<file path="src/rtl/blob_box_serializer.sv">
// Box table serializer: at each end-of-frame it snapshots the packed box bus
// and valid mask, then streams A5, frame_id, count, 9 bytes per valid box
// and a wrap-sum checksum over a valid/ready byte stream.
module blob_box_serializer #(
  parameter int MAX_OBJ_NUM = 15,
  parameter int H_BITS      = 10,
  parameter int V_BITS      = 9,
  parameter int BOX_BS      = 2 * (H_BITS + V_BITS)
) (
  input  logic                          app_clk,
  input  logic                          app_rst_n,
  input  logic                          frame_done,
  input  logic [MAX_OBJ_NUM*BOX_BS-1:0] boxes_in,
  input  logic [MAX_OBJ_NUM-1:0]        box_mask,
  output logic [7:0]                    tx_data,
  output logic                          tx_valid,
  input  logic                          tx_ready,
  output logic                          tx_last,
  output logic                          busy,
  output logic [7:0]                    drop_cnt
);

  localparam int SW = $clog2(MAX_OBJ_NUM + 1);

  typedef enum logic [2:0] {IDLE, HDR, SCAN, BOX, CSUM} state_t;

  state_t                          state;
  logic [MAX_OBJ_NUM*BOX_BS-1:0]   shadow_boxes;
  logic [MAX_OBJ_NUM-1:0]          shadow_mask;
  logic [7:0]                      frame_id;
  logic [7:0]                      pkt_id;
  logic [SW-1:0]                   slot;
  logic [3:0]                      byte_idx;
  logic [7:0]                      csum;

  logic [BOX_BS-1:0]               box_sel;
  logic                            slot_valid;
  logic [63:0]                     box_vec;
  logic [7:0]                      next_box_byte;
  logic [7:0]                      obj_count;

  wire accept = tx_valid && tx_ready;

  // Select the shadow slot under scan and lay out its coordinates as 4 big-endian 16-bit words
  always_comb begin
    box_sel    = '0;
    slot_valid = 1'b0;
    for (int unsigned i = 0; i < MAX_OBJ_NUM; i++) begin
      if (slot == SW'(i)) begin
        box_sel    = shadow_boxes[i*BOX_BS +: BOX_BS];
        slot_valid = shadow_mask[i];
      end
    end
    box_vec = {{(16-V_BITS){1'b0}}, box_sel[BOX_BS-1 -: V_BITS],
               {(16-V_BITS){1'b0}}, box_sel[2*H_BITS+V_BITS-1 -: V_BITS],
               {(16-H_BITS){1'b0}}, box_sel[2*H_BITS-1 -: H_BITS],
               {(16-H_BITS){1'b0}}, box_sel[H_BITS-1:0]};
    // byte_idx 0 is the slot byte; coordinate byte k (1..8) follows byte k-1
    next_box_byte = '0;
    for (int unsigned i = 0; i < 8; i++) begin
      if (byte_idx == 4'(i)) next_box_byte = box_vec[(7-i)*8 +: 8];
    end
  end

  // Number of valid boxes in the snapshot
  always_comb begin
    obj_count = '0;
    for (int unsigned i = 0; i < MAX_OBJ_NUM; i++) begin
      obj_count = obj_count + 8'(shadow_mask[i]);
    end
  end

  // Packet FSM with registered stream outputs, frame id and drop counter
  always_ff @(posedge app_clk or negedge app_rst_n) begin
    if (!app_rst_n) begin
      state        <= IDLE;
      shadow_boxes <= '0;
      shadow_mask  <= '0;
      frame_id     <= '0;
      pkt_id       <= '0;
      slot         <= '0;
      byte_idx     <= '0;
      csum         <= '0;
      tx_data      <= '0;
      tx_valid     <= 1'b0;
      tx_last      <= 1'b0;
      busy         <= 1'b0;
      drop_cnt     <= '0;
    end else begin
      if (frame_done) frame_id <= frame_id + 8'd1;
      if (frame_done && busy && drop_cnt != 8'hFF) drop_cnt <= drop_cnt + 8'd1;

      case (state)
        IDLE: begin
          if (frame_done) begin
            shadow_boxes <= boxes_in;
            shadow_mask  <= box_mask;
            pkt_id       <= frame_id;
            busy         <= 1'b1;
            tx_valid     <= 1'b1;
            tx_data      <= 8'hA5;
            tx_last      <= 1'b0;
            byte_idx     <= '0;
            csum         <= '0;
            state        <= HDR;
          end
        end
        HDR: begin
          if (accept) begin
            case (byte_idx)
              4'd0: begin
                tx_data  <= pkt_id;
                byte_idx <= 4'd1;
              end
              4'd1: begin
                csum     <= csum + tx_data;
                tx_data  <= obj_count;
                byte_idx <= 4'd2;
              end
              default: begin
                csum     <= csum + tx_data;
                tx_valid <= 1'b0;
                slot     <= '0;
                state    <= SCAN;
              end
            endcase
          end
        end
        SCAN: begin
          if (slot == SW'(MAX_OBJ_NUM)) begin
            tx_valid <= 1'b1;
            tx_data  <= csum;
            tx_last  <= 1'b1;
            state    <= CSUM;
          end else if (slot_valid) begin
            tx_valid <= 1'b1;
            tx_data  <= 8'(slot);
            byte_idx <= '0;
            state    <= BOX;
          end else begin
            slot <= slot + 1'b1;
          end
        end
        BOX: begin
          if (accept) begin
            csum <= csum + tx_data;
            if (byte_idx == 4'd8) begin
              tx_valid <= 1'b0;
              slot     <= slot + 1'b1;
              state    <= SCAN;
            end else begin
              tx_data  <= next_box_byte;
              byte_idx <= byte_idx + 4'd1;
            end
          end
        end
        CSUM: begin
          if (accept) begin
            tx_valid <= 1'b0;
            tx_last  <= 1'b0;
            busy     <= 1'b0;
            state    <= IDLE;
          end
        end
        default: state <= IDLE;
      endcase
    end
  end

endmodule
</file>
<file path="config.mk">
export PLATFORM = sky130hd
export DESIGN_NAME = blob_box_serializer
export DESIGN_NICKNAME = d
export VERILOG_FILES = /design/src/rtl/blob_box_serializer.sv
export SDC_FILE = /design/constraint.sdc
export NUM_CORES = 2
export LEC_CHECK = 0
export BUFFER_PORTS_ARGS = -buffer_cell sky130_fd_sc_hd__buf_2
export CAP_MARGIN = 20
export CORE_AREA = 2 2 298 300
export DETAILED_ROUTE_END_ITERATION = 10
export DIE_AREA = 0 0 300 302
export PLACE_DENSITY = 0.57
export SLEW_MARGIN = 20
export SYNTH_ARGS = -nofsm -noshare
export SYNTH_HDL_FRONTEND = slang
export SYNTH_SLANG_ARGS = --single-unit
</file>
<file path="constraint.sdc">
create_clock -name app_clk -period 5 [get_ports app_clk]
set_input_delay 0.5 -clock app_clk [delete_from_list [all_inputs] [get_ports app_clk]]
set_output_delay 0.5 -clock app_clk [all_outputs]
set_load 0.005 [all_outputs]
</file>
== After elaboration in Yosys (flattened, before gate mapping) ==
Index checks and enable logic that the tools add are counted.
W data, S select, Z words.

* Flip-flop bits (word level): 639
* Bits of input ports: 589
* Word-level logic and storage cells: 184

* Add/sub/neg operators: 19
* Equal/unequal tests: 42
* Multiplexer cells: 88
* Reduce and logical (&&, ||, !) cells: 22

{| class="wikitable"
|+ Operator list
! cell !! number
|-
| $mux W38 || 15
|-
| $mux W8 || 17
|-
| $add A8 B1 Y8 || 7
|-
| $mux W4 || 12
|-
| $eq A4 B4 Y1 const B || 9
|-
| $eq A4 B3 Y1 const B || 8
|-
| $pmux W8 S4 || 1
|-
| $mux W1 || 26
|-
| $mux W3 || 8
|-
| $ne A2 B2 Y1 const B || 12
|-
| $pmux W8 S3 || 1
|-
| $reduce_and A7 Y1 || 3
|-
| $add A8 B1 Y8 const B || 2
|-
| $eq A4 B2 Y1 const B || 4
|-
| $pmux W4 S4 || 1
|-
| $pmux W8 S2 || 1
|-
| $reduce_and A8 Y1 || 2
|-
| $pmux W3 S5 || 1
|-
| $pmux W4 S3 || 1
|-
| $reduce_bool A3 Y1 || 3
|-
| $add A4 B1 Y4 const B || 2
|-
| $add A7 B1 Y8 || 1
|-
| $add A8 B8 Y8 || 1
|-
| $eq A4 B1 Y1 const B || 2
|-
| other kinds (26) || 31
|}

== Longest topological paths before layout ==
* Depth in word-level cells: 27
* Depth in mapped cells: 15
* Gate-level depth less buffers: 14

== Worst setup path after synthesis ==
Ideal clock, no wire load.

* Path type: reg2reg
* Start point: register shadow_mask[7]
* End point: register tx_data[1]
* Arrival: 3868 ps
* Clock period less this slack: 4008 ps
* Setup slack: 992 ps
* Library setup time: 140 ps
* Data required time: 4860 ps
* Cell stages (with the launch flop): 13
* Buffers on the path: 0
* Cells stage by stage: dfrtp_1 inv_1 fa_1 fa_1 fa_1 fa_1 inv_1 fa_1 fa_1 mux2i_1 o22ai_1 nor4b_1 a221oi_1

* Cells in the longest elaborated chain, start to end: 11

{| class="wikitable"
|+ RTL lines
! item !! RTL line !! RTL
|-
| from (decl) || 29 || <nowiki>logic [MAX_OBJ_NUM-1:0] shadow_mask;</nowiki>
|-
| from (signal assigned) || 97 || <nowiki>shadow_mask <= box_mask;</nowiki>
|-
| $add A7 B1 Y8 || 69 || <nowiki>obj_count = obj_count + 8'(shadow_mask[i]);</nowiki>
|-
| $add A8 B1 Y8 (7 in series) || 69 ||
|-
| $pmux W8 S2 || 110 || <nowiki>case (byte_idx)</nowiki>
|-
| $mux W8 || 109 || <nowiki>if (accept) begin</nowiki>
|-
| $pmux W8 S4 || 93 || <nowiki>case (state)</nowiki>
|-
| to (signal assigned) || 112 || <nowiki>tx_data <= pkt_id;</nowiki>
|-
| to (signal assigned) || 117 || <nowiki>tx_data <= obj_count;</nowiki>
|-
| to (signal assigned) || 132 || <nowiki>tx_data <= csum;</nowiki>
|-
| to (decl) || 15 || <nowiki>output logic [7:0] tx_data,</nowiki>
|}

Several ways; a longest one is shown, not always the timed one. The select of a mux whose other input is x is not followed.
A chain may end at the register's enable or synchronous reset.

== Final worst setup path ==
* Start point: register slot[0]
* End point: register tx_data[1]

* Cells in the longest elaborated chain, start to end: 26

{| class="wikitable"
|+ RTL lines
! item !! RTL line !! RTL
|-
| from (decl) || 32 || <nowiki>logic [SW-1:0] slot;</nowiki>
|-
| from (signal assigned) || 141 || <nowiki>slot <= slot + 1'b1;</nowiki>
|-
| from (signal assigned) || 149 || <nowiki>slot <= slot + 1'b1;</nowiki>
|-
| $logic_not A4 Y1 || 49 || <nowiki>if (slot == SW'(i)) begin</nowiki>
|-
| $mux W38 (15 in series) || 49 ||
|-
| $mux W8 (7 in series) || 61 || <nowiki>if (byte_idx == 4'(i)) next_box_byte = box_vec[(7-i)*8 +: 8];</nowiki>
|-
| $mux W8 || 147 || <nowiki>if (byte_idx == 4'd8) begin</nowiki>
|-
| $mux W8 || 145 || <nowiki>if (accept) begin</nowiki>
|-
| $pmux W8 S4 || 93 ||
|-
| to (signal assigned) || 112 ||
|-
| to (signal assigned) || 117 ||
|-
| to (signal assigned) || 152 || <nowiki>tx_data <= next_box_byte;</nowiki>
|}

Several ways; a longest one is shown, not always the timed one. The select of a mux whose other input is x is not followed.

==> key figures <==
Place
  – DP Area: 34890 um^2
  – HPWL after DPL: 101800 um
  – RePlAce Congestion: 0.9765
  – Port Buffer Count: 607
  – Dpl ws: 0.8038 ns

Clock network
  – Clock Latency Late Sink: 0.65 ns
  – Sink Count: 639
  – Clock Root Buffer: clkbuf_16
  – Resized Gates After CTS: 0
  – CTS Buffer Depth: 3
  – CTS tree: built
  – Reg clk slew, reported paths: 0.06 ns
  – H-tree levels: 3
  – Setup Buffers After CTS: 0
  – CTS buffer count: 76

Global route
  – Remaining global-route overflow: 0
  – GR Util met3: 8.253%
  – Met2 Usage GRT: 45.56%
  – GRT Total Usage: 28.50%
  – Vias in the first global route: 24620
  – Largest net degree at the start of global routing: 143
  – Met1 global-route usage: 36.41%
  – Global-route wire length before repair: 183800 um
  – Initial antenna violation count: 66
  – Most used routing layer: met2

STA
  – Slew headroom: 14.52%
  – Post-Route Skew: 0.02689 ns
  – Tightest Pin Transition: 1.250 ns
  – Setup TNS: 0 ns
  – RSZ-0062 raised after global routing: false
  – Final period util: 87.30%
  – # setup viols final: 0
  – Final count of hold timing violations: 0
  – Fin worst setup slack: 0.6349 ns
  – Fin crit period: 4.365 ns
  – Count of final max-slew check failures: 0
  – Hold Worst Slack: 0.07515 ns
  – Peak Freq: 229.1 MHz

Critical path
  – Data arrival time of the critical path: 4.86 ns
  – Crit path kind: register to register
  – R2R cell count: 11
  – CP Capture Type: register
  – Worst Path Required: 5.50 ns
  – Worst r2r src: slot[0]
  – CP Launch Type: register
  – Worst-path maximum fanout: 41
  – Setup slack, reg-to-reg: 0.63 ns
  – Reg2reg end: tx_data[1]

Logic synthesis
  – Mux cell area share after synthesis: 22.19%
  – Async SR Flop Fraction: 100.0%
  – Post-synthesis cell count: 2513
  – Cells taking the most area after synthesis: dfrtp_1 53%, mux2_2 22%, o21ai_0 2.0%
  – Syn Nets: 3132
  – Simple-gate share of the synthesized area: 5.981%
  – Post-synth EDFFs: 0
  – Post-Synth XOR/XNOR Area: 0.6047%
  – Yosys warns: 0
  – Top cell type's share of synthesized area: 52.57%
  – Syn Area/Cell: 12.10 um^2
  – Largest family of logic cells by synthesized area: multiplexers
  – Mapped cell area: 30420 um^2
  – Post-Synth Adder-Cell Area: 1.506%
  – Synth cell types: 83
  – Yosys reg bits: 639
  – Sequential area share after synthesis: 52.57%
  – Post-synth top cells: 639 x dfrtp_1, 595 x mux2_2, 124 x o21ai_0
  – Area leader, netlist: dfrtp_1
  – Top_reg_cell synth: dfrtp_1
  – Top-count cell post-synth: dfrtp_1
  – Compound-gate portion of the synthesized area: 13.88%

Floorplanning
  – Die span in x: 300 um
  – Die span in y: 302 um
  – Initial core utilization: 34.74%
  – Site Rows: 109
  – Top-Level Pins: 608
  – Die area: 90600 um^2
  – Core area: 87560 um^2

Route
  – Drt pass-1 iters: 6
  – Routed WL per cell: 30.67 um
  – Post-DRT Antenna Nets: 0
  – Vias: 24980
  – First DRT Iteration DRCs: 2518
  – WL final: 132900 um
  – # DRC: 0
  – Vias per inst: 5.765

Hold path
  – Worst hold-check path type: primary input to register
  – Min-Delay Startpoint: boxes_in[224]
  – Hold path depth: 2
  – Hold path endpoint: shadow_boxes[224]

Power and ir drop
  – P_leak: 0.01677 uW
  – Pwr/cell area: 706.1 nW/um^2
  – Worst VDD drop: 0.4344 mV

Job
  – Max_cap viols: 0

Layout
  – Share of layout cells above drive strength 1: 45.67%
  – P&R area growth vs syn: 24.01%
  – Multi-input logic area: 13490 um^2
  – Nets: 3705
  – Seq. cell area: 15990 um^2
  – Fillcell total: 8492
  – Final instance area: 37720 um^2

Status
  – Status: finished clean
final cells by class:
type	count	share of cell area (%)
inverter	42	0.4179
clock buffer	108	5.924
antenna	23	0.1526
multi-input combinational	1640	35.76
timing repair buffer	687	10.08
clock inverter	28	1.406
sequential	639	42.40
tap	1165	3.864
state kept, by name (all words and copies together), names as in the netlist, 8 cells and up:
name,count
csum,8
drop_cnt,8
frame_id,8
pkt_id,8
shadow_boxes,570
shadow_mask,15
tx_data,8
stage by stage:
step / utilization [%] / instances / total power [uW]
4_1_cts: 43.02 / 4309 / 26430
5_1_grt: 43.06 / 4325 / 27780
3_5_place_dp: 39.85 / 4172 / 20230
2_1_floorplan: - / 2513 / 15550
3_3_place_gp: 39.85 / 4172 / 20060
6_report: 43.08 / 4332 / 26640
cells in the final DEF (no fill, tap or decap), types with 15 or more instances in the layout:
| master | netlist | final |
|---|---|---|
| ha_1 | 19 | 15 |
| clkbuf_8 | 0 | 17 |
| nor2_1 | 88 | 88 |
| a211oi_1 | 17 | 17 |
| o21ai_0 | 124 | 124 |
| a22oi_1 | 27 | 27 |
| diode_2 | 0 | 23 |
| buf_2 | 62 | 606 |
| nor3_1 | 30 | 30 |
| nand2_1 | 118 | 118 |
| buf_4 | 5 | 67 |
| clkbuf_16 | 0 | 78 |
| a221oi_1 | 67 | 67 |
| o22ai_1 | 50 | 50 |
| o221ai_1 | 21 | 21 |
| dfrtp_1 | 639 | 637 |
| a221o_1 | 24 | 24 |
| a31oi_1 | 29 | 29 |
| mux2_2 | 595 | 595 |
| nand3_1 | 32 | 32 |
| nand3b_1 | 21 | 21 |
| inv_1 | 41 | 40 |
| o211ai_1 | 28 | 28 |
| a21oi_1 | 122 | 122 |
how the worst max path moves through the flow:
stage / end / startpoint / slack [ns] / cells after the start
detailed placement: tx_data[1] / shadow_mask[7] / 0.80 / 12
CTS: tx_data[1] / shadow_mask[7] / 0.78 / 12
finish: tx_data[1] / slot[0] / 0.63 / 11
global route: tx_data[1] / shadow_mask[7] / 0.61 / 12
global placement: tx_data[1] / shadow_mask[7] / 0.83 / 12
floorplan: tx_data[1] / shadow_mask[7] / 0.99 / 12
per-layer routing:
metal	up-vias	share of wire (%)
met5	-	0.26
met4	54	3.9
met3	289	9.2
met2	1218	47
met1	12850	40
li1	10560	-
worst max-delay path, cell delays in order, from the launching register on:
cell,delay [ns]
dfrtp_1,0.47
inv_1,0.18
ha_4,0.38
nand2b_1,0.41
nor2_2,0.23
buf_4,0.26
a222oi_1,0.69
o21ai_0,0.41
a21oi_1,0.58
nor3_1,0.15
nor4b_1,0.29
a221oi_1,0.12
cell families (layout without fill, tap and decap cells):
family | count (synthesis) | in the layout
buffers and inverters | 234 | 865
flip-flops | 639 | 639
other | 0 | 23
AND/OR/NAND/NOR | 375 | 375
multiplexers | 600 | 600
AO/OA/AOI/OAI | 614 | 614
adder cells (fa/ha/maj) | 30 | 30
XOR/XNOR | 21 | 21
power by group:
| group | total, uW | switching (uW) | internal (uW) |
|---|---|---|---|
| Combinational | 10700 | 6150 | 4550 |
| Clock | 6130 | 2370 | 3760 |
| Sequential | 9800 | 2030 | 7780 |
timing repair:
action | CTS | global route
hold buffers | 1 | 0
hold endpoints to repair | 80 | 0
setup endpoints to repair | 0 | 0
No activity file was read; power rests on OpenSTA's default activity.
